### src/rtl/nested_stack_guard_pkg.sv
// Shared encodings for the nested UCC stack guard: UCC FSM states and violation cause codes.
package nested_stack_guard_pkg;

  typedef enum logic [1:0] {
    ST_NOT_UCC = 2'b00,
    ST_IN_UCC  = 2'b01,
    ST_IRQ     = 2'b10,
    ST_RST     = 2'b11
  } ucc_state_e;

  typedef enum logic [2:0] {
    CAUSE_NONE  = 3'b000,
    CAUSE_WR    = 3'b001,
    CAUSE_OVF   = 3'b010,
    CAUSE_UNF   = 3'b011,
    CAUSE_PROTO = 3'b100,
    CAUSE_LIM   = 3'b101
  } cause_e;

endpackage

### src/rtl/nested_stack_guard_stack.sv
// LIFO of saved frame base pointers; level doubles as the nesting depth.
module bp_shadow_stack #(
  parameter int ADDR_W = 16,
  parameter int DEPTH  = 4
) (
  input  logic                         clk,
  input  logic                         system_reset,
  input  logic                         push,
  input  logic                         pop,
  input  logic [ADDR_W-1:0]            push_data,
  output logic [ADDR_W-1:0]            top_data,
  output logic [$clog2(DEPTH+1)-1:0]   level,
  output logic                         full,
  output logic                         empty
);
  localparam int LVL_W = $clog2(DEPTH + 1);
  localparam int IDX_W = (DEPTH > 1) ? $clog2(DEPTH) : 1;

  logic [ADDR_W-1:0] mem [DEPTH];
  logic [LVL_W-1:0]  level_q;
  logic [LVL_W-1:0]  level_m1;
  logic [IDX_W-1:0]  wr_idx;
  logic [IDX_W-1:0]  rd_idx;

  assign level_m1 = level_q - LVL_W'(1);
  assign wr_idx   = level_q[IDX_W-1:0];
  assign rd_idx   = level_m1[IDX_W-1:0];
  assign full     = (level_q == LVL_W'(DEPTH));
  assign empty    = (level_q == '0);
  assign top_data = mem[rd_idx];
  assign level    = level_q;

  // Contents are don't-care after reset, so the array carries no reset.
  always_ff @(posedge clk) begin
    if (push && !full) mem[wr_idx] <= push_data;
  end

  always_ff @(posedge clk) begin
    if (system_reset) begin
      level_q <= '0;
    end else if (push && !full) begin
      level_q <= level_q + LVL_W'(1);
    end else if (pop && !empty) begin
      level_q <= level_m1;
    end
  end

endmodule

### src/rtl/nested_stack_guard.sv
// Nested UCC stack write guard: per-frame base pointers, protocol checks, reset request.
// Optional NESTED_STACK_GUARD_LOWER_BOUND_EN adds a STACK_LIMIT floor on checked writes.
module nested_stack_guard
  import nested_stack_guard_pkg::*;
#(
  parameter int                ADDR_W        = 16,
  parameter int                DEPTH         = 4,
  parameter logic [ADDR_W-1:0] RESET_HANDLER = '0
`ifdef NESTED_STACK_GUARD_LOWER_BOUND_EN
  , parameter logic [ADDR_W-1:0] STACK_LIMIT = '0
`endif
) (
  input  logic                       clk,
  input  logic                       system_reset,
  input  logic [ADDR_W-1:0]          data_addr,
  input  logic                       data_wr,
  input  logic [ADDR_W-1:0]          pc,
  input  logic [ADDR_W-1:0]          stack_pointer,
  input  logic                       outside_ucc,
  input  logic [1:0]                 ucc_state,
  input  logic                       ucc_enter,
  input  logic                       ucc_exit,
  output logic                       reset,
  output logic [ADDR_W-1:0]          base_pointer,
  output logic [$clog2(DEPTH+1)-1:0] nest_level,
  output logic [2:0]                 viol_cause
);
  logic              in_rst, rel_ok, active, rst_hold;
  logic              do_push, do_pop, ovf, unf, proto;
  logic              wr_chk, wr_viol, lim_viol;
  logic              full, empty;
  logic [ADDR_W-1:0] top_data;
  cause_e            cause_now, cause_q;

  assign in_rst   = (ucc_state == ST_RST);
  assign rel_ok   = in_rst && (pc == RESET_HANDLER) && !data_wr;
  assign active   = !in_rst || rel_ok;
  assign rst_hold = in_rst && !rel_ok;

  assign do_push = active && ucc_enter && !ucc_exit && !full;
  assign do_pop  = active && ucc_exit && !ucc_enter && !empty;
  assign ovf     = active && ucc_enter && !ucc_exit && full;
  assign unf     = active && ucc_exit && !ucc_enter && empty;
  assign proto   = active && ucc_enter && ucc_exit;

  // Compared against the base in force this cycle, before any push/pop lands.
  assign wr_chk  = !in_rst && !outside_ucc && data_wr;
  assign wr_viol = wr_chk && (data_addr >= base_pointer);
`ifdef NESTED_STACK_GUARD_LOWER_BOUND_EN
  assign lim_viol = wr_chk && (data_addr < STACK_LIMIT);
`else
  assign lim_viol = 1'b0;
`endif

  always_comb begin
    cause_now = CAUSE_NONE;
    if (wr_viol)       cause_now = CAUSE_WR;
    else if (lim_viol) cause_now = CAUSE_LIM;
    else if (proto)    cause_now = CAUSE_PROTO;
    else if (ovf)      cause_now = CAUSE_OVF;
    else if (unf)      cause_now = CAUSE_UNF;
  end

  bp_shadow_stack #(
    .ADDR_W (ADDR_W),
    .DEPTH  (DEPTH)
  ) u_stack (
    .clk          (clk),
    .system_reset (system_reset),
    .push         (do_push),
    .pop          (do_pop),
    .push_data    (base_pointer),
    .top_data     (top_data),
    .level        (nest_level),
    .full         (full),
    .empty        (empty)
  );

  always_ff @(posedge clk) begin
    if (system_reset) begin
      reset        <= 1'b1;
      base_pointer <= '0;
      cause_q      <= CAUSE_NONE;
    end else begin
      reset <= (cause_now != CAUSE_NONE) || rst_hold;
      if (do_push)                           base_pointer <= stack_pointer;
      else if (do_pop)                       base_pointer <= top_data;
      else if (active && empty && outside_ucc) base_pointer <= stack_pointer;
      if (cause_q == CAUSE_NONE) cause_q <= cause_now;
    end
  end

  assign viol_cause = cause_q;

endmodule

### config.mk
export PLATFORM = sky130hd
export DESIGN_NAME = nested_stack_guard
export DESIGN_NICKNAME = d
export VERILOG_FILES = /design/src/rtl/nested_stack_guard_pkg.sv /design/src/rtl/nested_stack_guard_stack.sv /design/src/rtl/nested_stack_guard.sv
export SDC_FILE = /design/constraint.sdc
export NUM_CORES = 1
export LEC_CHECK = 0
export CORE_MARGIN = 2
export CORE_UTILIZATION = 35
export CTS_CLUSTER_SIZE = 20
export DETAILED_ROUTE_END_ITERATION = 12
export GPL_TIMING_DRIVEN = 0
export SYNTH_ARGS = -nofsm -noshare
export SYNTH_HDL_FRONTEND = slang
export SYNTH_SLANG_ARGS = --single-unit
### constraint.sdc
create_clock -name clk -period 2.65 [get_ports clk]
set_input_delay 0.53 -clock clk [delete_from_list [all_inputs] [get_ports clk]]
set_output_delay 0.53 -clock clk [all_outputs]
set_load 0.02 [all_outputs]
==> Yosys cells after proc, flatten, opt, wreduce, memory -nomap -nowiden <==
Memory sizes are Yosys's and may differ from the RTL's.
Cells that the tools add are included.
{ "word_totals": {"input_bits": 56, "reg_bits": 23, "mem_bits_rw": 64, "memories": 1} }
{ "memory_table": {"columns": ["memory", "words", "width", "read_ports", "rd_clocked_by_memory_dff", "wr", "line_no", "source"], "rows": [
  ["u_stack.mem", 4, 16, 1, 0, 1, "nested_stack_guard_stack.sv:19", "logic [ADDR_W-1:0] mem [DEPTH];"]
]} }
{ "op_classes": {"n_mux": 11, "n_lt_le_gt_ge": 1, "reduce_logical": 35, "add_sub_neg": 2, "eq_ne": 2} }
{ "op_table": {"columns": ["operator", "count"], "rows": [
  ["two-way mux 16 bit", 3],
  ["logical AND 1 bit", 19],
  ["greater-or-equal comparator 16 bit", 1],
  ["logical NOT 16 bit", 1],
  ["two-way mux 3 bit", 4],
  ["logical NOT 1 bit", 8],
  ["logical NOT 3 bit", 2],
  ["nonzero test 3 bit", 2],
  ["two-way mux 2 bit", 2],
  ["adder 3 x 1 -> 3 bit (second input constant)", 1],
  ["== test 3 bit (second input constant)", 1],
  ["subtractor 3 x 1 -> 3 bit (second input constant)", 1],
  ["== test 2 bit (second input constant)", 1],
  ["logical OR 1 bit", 2],
  ["two-way mux 1 bit", 2],
  ["nonzero test 2 bit", 1]
]} }

==> Longest topological paths before layout <==
Gate-level depths: netlist (run 1).
{ "depth": {"ltp_word": 13, "mapped_depth": 11, "mapped_depth_nobuf": 7} }

==> Cells and area by module <==
From an unflattened synthesis (run 1), not the netlist that was laid out.
{ "unflattened": {"cells_unflattened": 310, "area_unflattened_um2": 4236.6} }
{ "by_module_without_submodules": {"columns": ["mod", "cells_each", "area_each_um2", "n_inst"], "rows": [
  ["bp_shadow_stack", 117, 2611.3, 1],
  ["nested_stack_guard", 193, 1625.3, 1]
]} }

==> Least setup slack after synthesis (run 1) <==
Ideal clock, no wire load.
{ "synth_timing": {"path_type": "flip-flop to flip-flop", "start": "register u_stack.level_q[0], in the netlist u_stack.level[0]", "end": "register base_pointer[0]", "setup_time_ns": 0.146, "t_required_ns": 2.504, "period_less_slack_ns": 2.640, "slack_ns": 0.010, "t_arrival_ns": 2.493, "n_path_buf": 4, "path_stages_with_launch": 10, "cell_sequence": "dfxtp_1 -> buf_2 -> buf_4 -> inv_1 -> ha_1 -> clkbuf_2 -> clkbuf_1 -> mux4_2 -> mux2i_1 -> a211oi_2"} }
{ "synth_between": {"elab_chain_cells": 5, "word_cells_on_any_way": 13, "cone_classes": "1 x add/sub; 1 x eq/ne; 2 x mux; 8 x reduce/logical; 1 x memory"} }
{ "synth_rtl": {"columns": ["item", "line_no", "source"], "rows": [
  ["start: declaration", "nested_stack_guard_stack.sv:20", "logic [LVL_W-1:0] level_q;"],
  ["start signal: assignment", "nested_stack_guard_stack.sv:42", "level_q <= level_q + LVL_W'(1);"],
  ["start signal: assignment", "nested_stack_guard_stack.sv:44", "level_q <= level_m1;"],
  ["parallel branches: the longest is 5 deep, another holds memory read (4 x 16 bit)", null, null],
  ["end signal: assignment", "nested_stack_guard.sv:86", "if (do_push) base_pointer <= stack_pointer;"],
  ["end signal: assignment", "nested_stack_guard.sv:87", "else if (do_pop) base_pointer <= top_data;"],
  ["end signal: assignment", "nested_stack_guard.sv:88", "else if (active && empty && outside_ucc) base_pointer <= stack_pointer;"],
  ["end: declaration", "nested_stack_guard.sv:24", "output logic [ADDR_W-1:0] base_pointer,"]
]} }
Parallel ways; which one is timed is not known.
A chain may end at the register's enable or synchronous reset.

==> Final worst setup path (run 1) <==
{ "layout_timing": {"start": "input port pc[4]", "end": "memory u_stack.mem[0][0], enable pin"} }
{ "layout_between": {"elab_chain_cells": 10} }
{ "layout_rtl": {"columns": ["item", "line_no", "source"], "rows": [
  ["start: declaration", "nested_stack_guard.sv:17", "input logic [ADDR_W-1:0] pc,"],
  ["logical NOT 16 bit", "nested_stack_guard.sv:36", "assign rel_ok = in_rst && (pc == RESET_HANDLER) && !data_wr;"],
  ["logical AND 1 bit (2 in a row)", "nested_stack_guard.sv:36", null],
  ["logical OR 1 bit", "nested_stack_guard.sv:37", "assign active = !in_rst || rel_ok;"],
  ["logical AND 1 bit (3 in a row)", "nested_stack_guard.sv:40", "assign do_push = active && ucc_enter && !ucc_exit && !full;"],
  ["logical AND 1 bit", "nested_stack_guard_stack.sv:35", "if (push && !full) mem[wr_idx] <= push_data;"],
  ["two-way mux 1 bit", "nested_stack_guard_stack.sv:35", null],
  ["two-way mux 1 bit (implied by the code)", "nested_stack_guard_stack.sv:35", null],
  ["end: declaration", "nested_stack_guard_stack.sv:19", null]
]} }
No other way between the ends.

==> results of run 1 <==
-- area by class of cell --
class                      instances  share of cell area (%)
sequential                        87                    43.7
multi-input combinational        162                    29.2
timing repair buffer              82                    15.2
clock buffer                       9                    4.13
tap                              143                    3.28
buffer                            15                    2.11
inverter                          19                    1.31
clock inverter                     7                    1.01
-- what timing repair did --
item,4_1_cts,5_1_grt
hold endpoints to repair,0,0
pin swaps,2,1
setup endpoints to repair,80,74
buffers inserted,2,2
resized for setup,14,2
-- flip-flops by register name, summed over array words and instances (netlist names) --
signal	count
base_pointer	16
reset	1
u_stack.mem	64
u_stack.level	3
viol_cause	3
-- where the power goes --
group          switching (mW)  total (mW)  internal, mW
Sequential             0.0837        1.65          1.57
Combinational           0.389       0.781         0.392
Clock                   0.519        1.16         0.643
-- cells by family (layout without fill, tap and decap cells) --
| group | count (synthesis) | after routing |
|---|---|---|
| simple gates | 44 | 44 |
| fa+ha+maj | 21 | 21 |
| mux | 36 | 36 |
| compound gates | 61 | 61 |
| flops | 87 | 87 |
| buf+inv | 35 | 132 |
-- worst max-delay path, stage by stage --
cell and delay (ns):
clkdlybuf4s50_1 0.40, nor4_1 0.30, nand3_1 0.17, o211ai_1 0.31, buf_4 0.18, clkbuf_4 0.19
nand2_1 0.11, nor2_4 0.17, buf_16 0.18
-- metal layers --
metal	vias up	global-route usage (%)	routed length, µm
met5	-	0	0
met4	0	4.39	56
met3	2	3.29	512
met2	90	26.3	4880
met1	1350	21.1	4330
li1	1296	-	-
-- cell usage in the layout (no fill, tap or decap), types with 3 or more instances in the layout --
cell type        netlist  routed
a211oi_1               3       3
a211oi_2              13      13
a21oi_1               23      23
and3_4                 0       3
buf_4                  3       6
buf_6                  4       5
clkbuf_1               4       3
clkbuf_16              0       9
clkbuf_4               0       3
clkdlybuf4s50_1        0      77
dfxtp_1               23      22
edfxtp_1              64      64
ha_1                  21      21
inv_1                 19      19
mux2i_1               17      17
mux4_2                16      16
nand2_1                6       6
nand3_1                7       7
nand4_1                3       3
nor2_1                 8       7
nor2b_1                3       3
nor3_1                 3       3
nor4_1                 4       3
-- worst max-delay path by stage --
stage	from	to	slack [ns]	cells past startpoint
CTS	pc[4]	u_stack.mem[0][0]	0.02	9
global route	u_stack.level[0]	u_stack.level[2]	0.01	9
finish	pc[4]	u_stack.mem[0][0]	0.13	9
detailed placement	pc[4]	u_stack.mem[3][9]	-0.83	7
floorplan	u_stack.level[0]	base_pointer[0]	0.01	9
global placement	pc[4]	u_stack.mem[0][10]	-1.41	8
==> impl_metrics.py, run 1 <==
metrics = {
    "synthesis": {
        "synth_fp_nets": 361,
        "synth_common_cells": "64 x edfxtp_1, 23 x a21oi_1, 23 x dfxtp_1, 21 x ha_1, 19 x inv_1",
        "synth.distinct_cells": 49,
        "async_flop_share_pct": 0,
        "ys.flop_type": "edfxtp_1",
        "synth_top_area_share_pct": 46.6,
        "synth_top_family_by_area": "multiplexers",
        "yosysWarnings": 0,
        "synth_most_common_cell": "edfxtp_1",
        "yosysSeqAreaShare_pct": 57.8,
        "synth-seq-cells": 87,
        "synthAdderAreaFrac_pct": 6.37,
        "synth-compound-area-share_pct": 12.0,
        "muxShareOfSynthArea_pct": 13.7,
        "avgSynthCellArea_um2": 14.5,
        "synth_xor_area_share_pct": 0,
        "syn-cell-area_mm2": 0.00412,
        "synth_edf_count": 64,
        "synth-simple-area-share_pct": 5.86,
        "synth_cells": 284,
        "yosys-top-cells-area": "edfxtp_1 47%, dfxtp_1 11%, mux4_2 8.7%",
        "synth_area_leader_cell": "edfxtp_1",
    },
    "power": {
        "power_density_mw_per_mm2": 660,
        "finalPower_mw": 3.60,
        "p_leak_nw": 1.84,
        "worst_ir_drop_vdd_uv": 393,
    },
    "floorplan": {
        "core_region_area_mm2": 0.0115,
        "start_util_pct": 36.0,
        "pin_count": 79,
        "design.die.area_mm2": 0.0127,
        "die_w_um": 113,
        "die_y_um": 113,
        "rows": 39,
    },
    "final_layout": {
        "multi_input_area_mm2": 0.00159,
        "layout.nets": 453,
        "layout-drive-gt1-share_pct": 19.9,
        "post-route-util_pct": 47.5,
        "seq_area_mm2": 0.00238,
        "design_area_mm2": 0.00545,
        "diodes": 0,
        "stdcell_count": 524,
        "fillers": 1015,
        "syn2layout_area_growth_pct": 32.1,
    },
    "route": {
        "ant_nets": 0,
        "drtIter0Drc": 158,
        "vias": 2738,
        "detail_route.vias_per_cell": 5.23,
        "drt_first_pass_iters": 4,
        "post-route-drc-count": 0,
        "routed_wl_mm": 9.78,
        "wl_per_cell_um": 18.7,
    },
    "min_path": {
        "hold_depth": 0,
        "hp-class": "reg2reg",
        "min_to": "u_stack.mem[1][8]",
        "min_from": "base_pointer[8]",
    },
    "worst_setup_path": {
        "crit_arrival_ns": 2.56,
        "worstPathMaxFanout": 13,
        "regToRegStartpoint": "u_stack.level[0]",
        "startpoint_type": "input port",
        "rrSetupSlack_ns": 0.14,
        "crit_required_ns": 2.68,
        "reg2reg_to": "u_stack.level[2]",
        "end_kind": "flop",
        "ff2ff_path_depth": 9,
        "crit_type": "in2reg",
    },
    "sta": {
        "rsz0062_at_grt": "false",
        "fin_hold_ws_ns": 0.547,
        "max_slew.worst_pin.slew_ns": 0.839,
        "hold_violations": 0,
        "clock.fmax_ghz": 0.396,
        "skew_ns": 0.00584,
        "post-route-period-util_pct": 95.2,
        "relSlewSlack_pct": 44.1,
        "period_minus_slack_ns": 2.52,
        "maxSlewViolCount": 0,
        "setup_viol_count_final": 0,
        "timing.setup.tns_ns": 0,
        "setup_slack_ns": 0.126,
    },
    "placed_design": {
        "place_area_mm2": 0.00510,
        "pre_cts_slack_ns": -0.825,
        "place_inst": 505,
        "numPortBuffers": 77,
        "gp_congestion": 0.727,
        "hpwlAfterDp_mm": 6.75,
    },
    "global_route": {
        "grt_max_degree": 17,
        "overflow": 0,
        "grt_pass1_vias": 2838,
        "antenna_found_initial": 0,
        "grt_pass1_wl_mm": 15.2,
        "grt_usage_pct": 15.8,
    },
    "clock_tree": {
        "hold_buffers": 0,
        "worst_skew_pair.late_latency_ns": 0.33,
        "cts_buffers": 9,
        "clockBufferDepth": 2,
        "cts_root_buf": "clkbuf_16",
        "cts_tree": "built",
        "cts.sinks": 87,
        "cts_max_level": 3,
        "cts.clk_slew.worst_paths_ns": 0.07,
    },
    "outcome": {
        "status": "finished, final reports clean",
    },
    "run": {
        "maxCapViolCount": 0,
    },
}
Power figures use the tool's default switching activity.
==> run 2: changes to the inputs <==
clock period = 2 ns   (was 2.65 ns; I/O delays follow)
==> impl_metrics.py, run 2 (same netlist as run 1, synthesis figures left out) <==
metrics = {
    "floorplan": {
        "die_w_um": 113,
        "pin_count": 79,
        "design.die.area_mm2": 0.0127,
        "core_region_area_mm2": 0.0115,
        "die_y_um": 113,
        "start_util_pct": 36.0,
        "rows": 39,
    },
    "sta": {
        "timing.setup.tns_ns": 0,
        "skew_ns": 0.00859,
        "clock.fmax_ghz": 0.504,
        "fin_hold_ws_ns": 0.475,
        "setup_slack_ns": 0.0140,
        "max_slew.worst_pin.slew_ns": 0.780,
        "relSlewSlack_pct": 48.0,
        "setup_viol_count_final": 0,
        "rsz0062_at_grt": "true",
        "period_minus_slack_ns": 1.99,
        "hold_violations": 0,
        "post-route-period-util_pct": 99.3,
        "maxSlewViolCount": 0,
    },
    "run": {
        "maxCapViolCount": 0,
    },
    "clock_tree": {
        "hold_buffers": 0,
        "cts.clk_slew.worst_paths_ns": 0.07,
        "cts_tree": "built",
        "cts_max_level": 3,
        "cts.sinks": 87,
        "clockBufferDepth": 2,
        "cts_buffers": 9,
        "worst_skew_pair.late_latency_ns": 0.34,
        "cts_root_buf": "clkbuf_16",
    },
    "global_route": {
        "antenna_found_initial": 0,
        "grt_pass1_vias": 3166,
        "grt_usage_pct": 17.8,
        "grt_pass1_wl_mm": 16.9,
        "grt_max_degree": 16,
        "overflow": 0,
    },
    "final_layout": {
        "syn2layout_area_growth_pct": 48.4,
        "post-route-util_pct": 53.4,
        "fillers": 956,
        "reg_top3": "u_stack.mem: 64 flops, base_pointer: 16 flops",
        "final_common_cell": "edfxtp_1",
        "top_register": "u_stack.mem",
        "layout.nets": 486,
        "layout-drive-gt1-share_pct": 36.7,
        "diodes": 0,
        "design_area_mm2": 0.00612,
        "stdcell_count": 557,
        "final_cell_mix": "64 x edfxtp_1, 58 x clkdlybuf4s50_1, 30 x buf_4, 20 x a21oi_1, 18 x ha_1",
        "largest_reg_flops": 64,
    },
    "route": {
        "wl_met3_um": 677,
        "drtIter0Drc": 175,
        "wirelength_met1_mm": 4.56,
        "routed_wl_mm": 11.0,
        "detail_route.vias_per_cell": 5.22,
        "drt_first_pass_iters": 4,
        "ant_nets": 0,
        "post-route-drc-count": 0,
        "top_layer": "met4",
        "wl_per_cell_um": 19.7,
        "vias": 2906,
        "met2WireLength_mm": 5.57,
    },
    "placed_design": {
        "gp_congestion": 0.754,
        "hpwlAfterDp_mm": 6.77,
        "place_area_mm2": 0.00518,
        "numPortBuffers": 77,
        "place_inst": 504,
        "pre_cts_slack_ns": -0.910,
    },
    "power": {
        "worst_ir_drop_vdd_uv": 491,
        "power.share.clock_pct": 32.4,
        "p_comb_share_pct": 24.8,
        "power_density_mw_per_mm2": 840,
        "p_sw_share_pct": 27.7,
        "finalPower_mw": 5.14,
        "power.internal_mw": 3.72,
        "p_leak_nw": 2.17,
        "switchingPower_mw": 1.42,
        "seq_power_share_pct": 42.8,
    },
    "worst_setup_path": {
        "startpoint_type": "flop",
        "crit_type": "reg2reg",
        "crit_arrival_ns": 2.22,
        "worstPathMaxFanout": 5,
        "crit_required_ns": 2.23,
        "end_kind": "flop",
    },
    "outcome": {
        "status": "finished, final reports clean",
    },
    "min_path": {
        "hp-class": "in2reg",
    },
}
## run 2: changes by cell type in the layout (fill, tap and decap cells not counted), sizes merged, moves of 5 or more
| cell | delta |
|---|---|
| buf | +34 |
| clkdlybuf4s50 | -19 |
| dlygate4sd2 | +14 |
| dlymetal6s2s | +5 |
## run 2: layer usage
layer	vias up	GRT usage [%]
met1	1423	22.0
met5	-	0
met3	12	2.92
met2	97	31.1
met4	0	6.91
li1	1374	-
## run 2: layout make-up
type | instances | area (µm²) | share of cell area [%]
clock buffers | 9 | 225 | 3.68
inverters | 19 | 78.8 | 1.29
flip-flops and latches | 87 | 2410 | 39.4
repair buffers | 117 | 1170 | 19.1
plain buffers | 13 | 114 | 1.86
well taps | 143 | 179 | 2.92
multi-input cells | 162 | 1870 | 30.6
clock inverters | 7 | 72.6 | 1.19
## run 2: final timing paths
| path | cells past startpoint | end | slack (ns) | from |
|---|---|---|---|---|
| setup / recovery | 8 | u_stack.level[2] | 0.01 | u_stack.level[0] |
| hold / removal | 3 | reset | 0.47 | ucc_enter |
| setup reg to reg | 8 | u_stack.level[2] | 0.01 | u_stack.level[0] |
| hold reg to reg | 0 | u_stack.mem[3][0] | 0.49 | base_pointer[0] |
## run 2: critical path, cell delays in order, from the launching register on
cell,delay (ns)
dfxtp_4,0.40
inv_8,0.04
ha_4,0.16
nor2b_4,0.13
nand4b_1,0.22
o21ai_4,0.31
buf_8,0.21
a32oi_2,0.08
mux2_4,0.32
## run 2: power by group through the flow
stage / clock, mW / sequential, mW / combinational (mW)
after global placement: 0 / 2.23 / 1.04
after floorplan: 0 / 2.27 / 0.588
after global routing: 1.77 / 2.22 / 1.36
after detailed placement: 0 / 2.23 / 1.05
after CTS: 1.70 / 2.19 / 1.23
final: 1.67 / 2.20 / 1.27
## run 2: repair_timing
| item | CTS | global route |
|---|---|---|
| endpoints found under the setup margin | 87 | 49 |
| resized for setup | 60 | 45 |
| cloned | 4 | 0 |
| setup buffers | 33 | 10 |
| pin swaps | 22 | 21 |
==> run 3: changes to the inputs <==
PLACE_DENSITY = 0.7   (was not set)
REMOVE_ABC_BUFFERS = 1   (was not set)
==> impl_metrics.py, run 3 (same netlist as run 1, synthesis figures left out) <==
metrics = {
    "global_route": {
        "met3_usage_pct": 5.02,
        "grt_usage_pct": 18.2,
        "grt_util_met1_pct": 21.9,
        "grt_pass1_vias": 3092,
        "overflow": 0,
        "use_met2_pct": 30.5,
        "antenna_found_initial": 0,
        "busiest_layer": "met2",
        "grt_pass1_wl_mm": 17.3,
        "grt_max_degree": 27,
    },
    "clock_tree": {
        "cts_buffers": 9,
        "hold_buffers": 0,
        "clockBufferDepth": 2,
        "cts_max_level": 3,
        "cts_tree": "built",
        "worst_skew_pair.late_latency_ns": 0.33,
        "cts.sinks": 87,
        "cts_root_buf": "clkbuf_16",
        "cts.clk_slew.worst_paths_ns": 0.07,
    },
    "worst_setup_path": {
        "cpPeakStageDelay_ns": 0.36,
        "cpMaxStageDelayCell": "dfxtp_4",
        "cp_cell_sequence": "inv_4 > ha_4 > nor2b_4 > nand4b_1 > o21ai_4 > clkbuf_16 > a32oi_2 > mux2_4",
        "path_delay_family": "simple AND/OR/NAND/NOR gates",
        "crit_type": "reg2reg",
        "startpoint_type": "flop",
        "end_kind": "flop",
        "cp_num_buf_inv": 2,
        "crit_required_ns": 2.22,
        "worstPathMaxFanout": 7,
        "crit_arrival_ns": 2.19,
    },
    "floorplan": {
        "die_y_um": 113,
        "start_util_pct": 36.0,
        "pin_count": 79,
        "core_region_area_mm2": 0.0115,
        "die_w_um": 113,
        "rows": 39,
        "design.die.area_mm2": 0.0127,
    },
    "final_layout": {
        "top_register": "u_stack.mem",
        "stdcell_count": 540,
        "diodes": 0,
        "post-route-util_pct": 52.0,
        "seq_area_mm2": 0.00242,
        "syn2layout_area_growth_pct": 44.5,
        "largest_reg_flops": 64,
        "fillers": 928,
        "layout-drive-gt1-share_pct": 38.0,
        "multi_input_area_mm2": 0.00185,
        "final_common_cell": "edfxtp_1",
        "layout.nets": 469,
        "design_area_mm2": 0.00596,
        "final_cell_mix": "64 x edfxtp_1, 52 x clkdlybuf4s50_1, 22 x buf_4, 19 x a21oi_1, 16 x mux4_2",
        "reg_top3": "u_stack.mem: 64 flops, base_pointer: 16 flops",
    },
    "sta": {
        "hold_violations": 0,
        "max_slew.worst_pin.slew_ns": 0.766,
        "skew_ns": 0.00652,
        "post-route-period-util_pct": 98.4,
        "timing.setup.tns_ns": 0,
        "rsz0062_at_grt": "true",
        "fin_hold_ws_ns": 0.496,
        "setup_slack_ns": 0.0316,
        "clock.fmax_ghz": 0.508,
        "period_minus_slack_ns": 1.97,
        "maxSlewViolCount": 0,
        "relSlewSlack_pct": 48.9,
        "setup_viol_count_final": 0,
    },
    "placed_design": {
        "gp_congestion": 0.795,
        "hpwlAfterDp_mm": 6.40,
        "place_area_mm2": 0.00504,
        "numPortBuffers": 78,
        "pre_cts_slack_ns": -1.80,
        "place_inst": 493,
    },
    "route": {
        "ant_nets": 0,
        "routed_wl_mm": 11.3,
        "wl_per_cell_um": 21.0,
        "drt_first_pass_iters": 4,
        "drtIter0Drc": 200,
        "post-route-drc-count": 0,
        "vias": 2933,
        "detail_route.vias_per_cell": 5.43,
    },
    "power": {
        "worst_ir_drop_vdd_uv": 580,
        "finalPower_mw": 5.13,
        "power_density_mw_per_mm2": 861,
        "p_leak_nw": 2.12,
    },
    "outcome": {
        "status": "finished, final reports clean",
    },
    "run": {
        "maxCapViolCount": 0,
    },
    "min_path": {
        "hp-class": "reg2reg",
    },
}
-- run 3: cell types whose count changed in the layout (fill, tap and decap cells not counted), moves of 6 or more --
cell and change:
buf_4 -8, clkbuf_2 +7, clkdlybuf4s50_1 -6, mux2i_1 +6, dlygate4sd2_1 -6, mux2i_4 -6
-- run 3: path summary, 6_finish.rpt --
path | cells after the start | slack, ns | end | start
setup / recovery | 8 | 0.03 | u_stack.level[2] | u_stack.level[1]
hold reg to reg | 0 | 0.50 | u_stack.mem[3][14] | base_pointer[14]
hold / removal | 0 | 0.50 | u_stack.mem[3][14] | base_pointer[14]
setup reg to reg | 8 | 0.03 | u_stack.level[2] | u_stack.level[1]
-- run 3: metal layers --
metal | vias to the layer above | routed length [µm]
met1 | 1449 | 4370
met2 | 133 | 5730
li1 | 1335 | -
met4 | 0 | 241
met3 | 16 | 989
met5 | - | 0
-- run 3: cell type report --
cell class | instances | area share, %
Tap cell | 143 | 3.00
Timing Repair Buffer | 112 | 19.0
Clock buffer | 9 | 3.78
Clock inverter | 7 | 1.30
Multi-Input combinational cell | 163 | 31.0
Inverter | 19 | 1.28
Sequential cell | 87 | 40.6
-- run 3: power by group --
| part | switching, mW | internal [mW] | total, mW |
|---|---|---|---|
| sequential | 0.114 | 2.09 | 2.20 |
| clock | 0.710 | 0.981 | 1.69 |
| combinational | 0.610 | 0.622 | 1.23 |
-- run 3: timing repair --
item,CTS,global route
buffers inserted,23,6
pin swaps,22,25
gates resized for setup,60,70
gates cloned,4,0
endpoints found under the setup margin,88,87
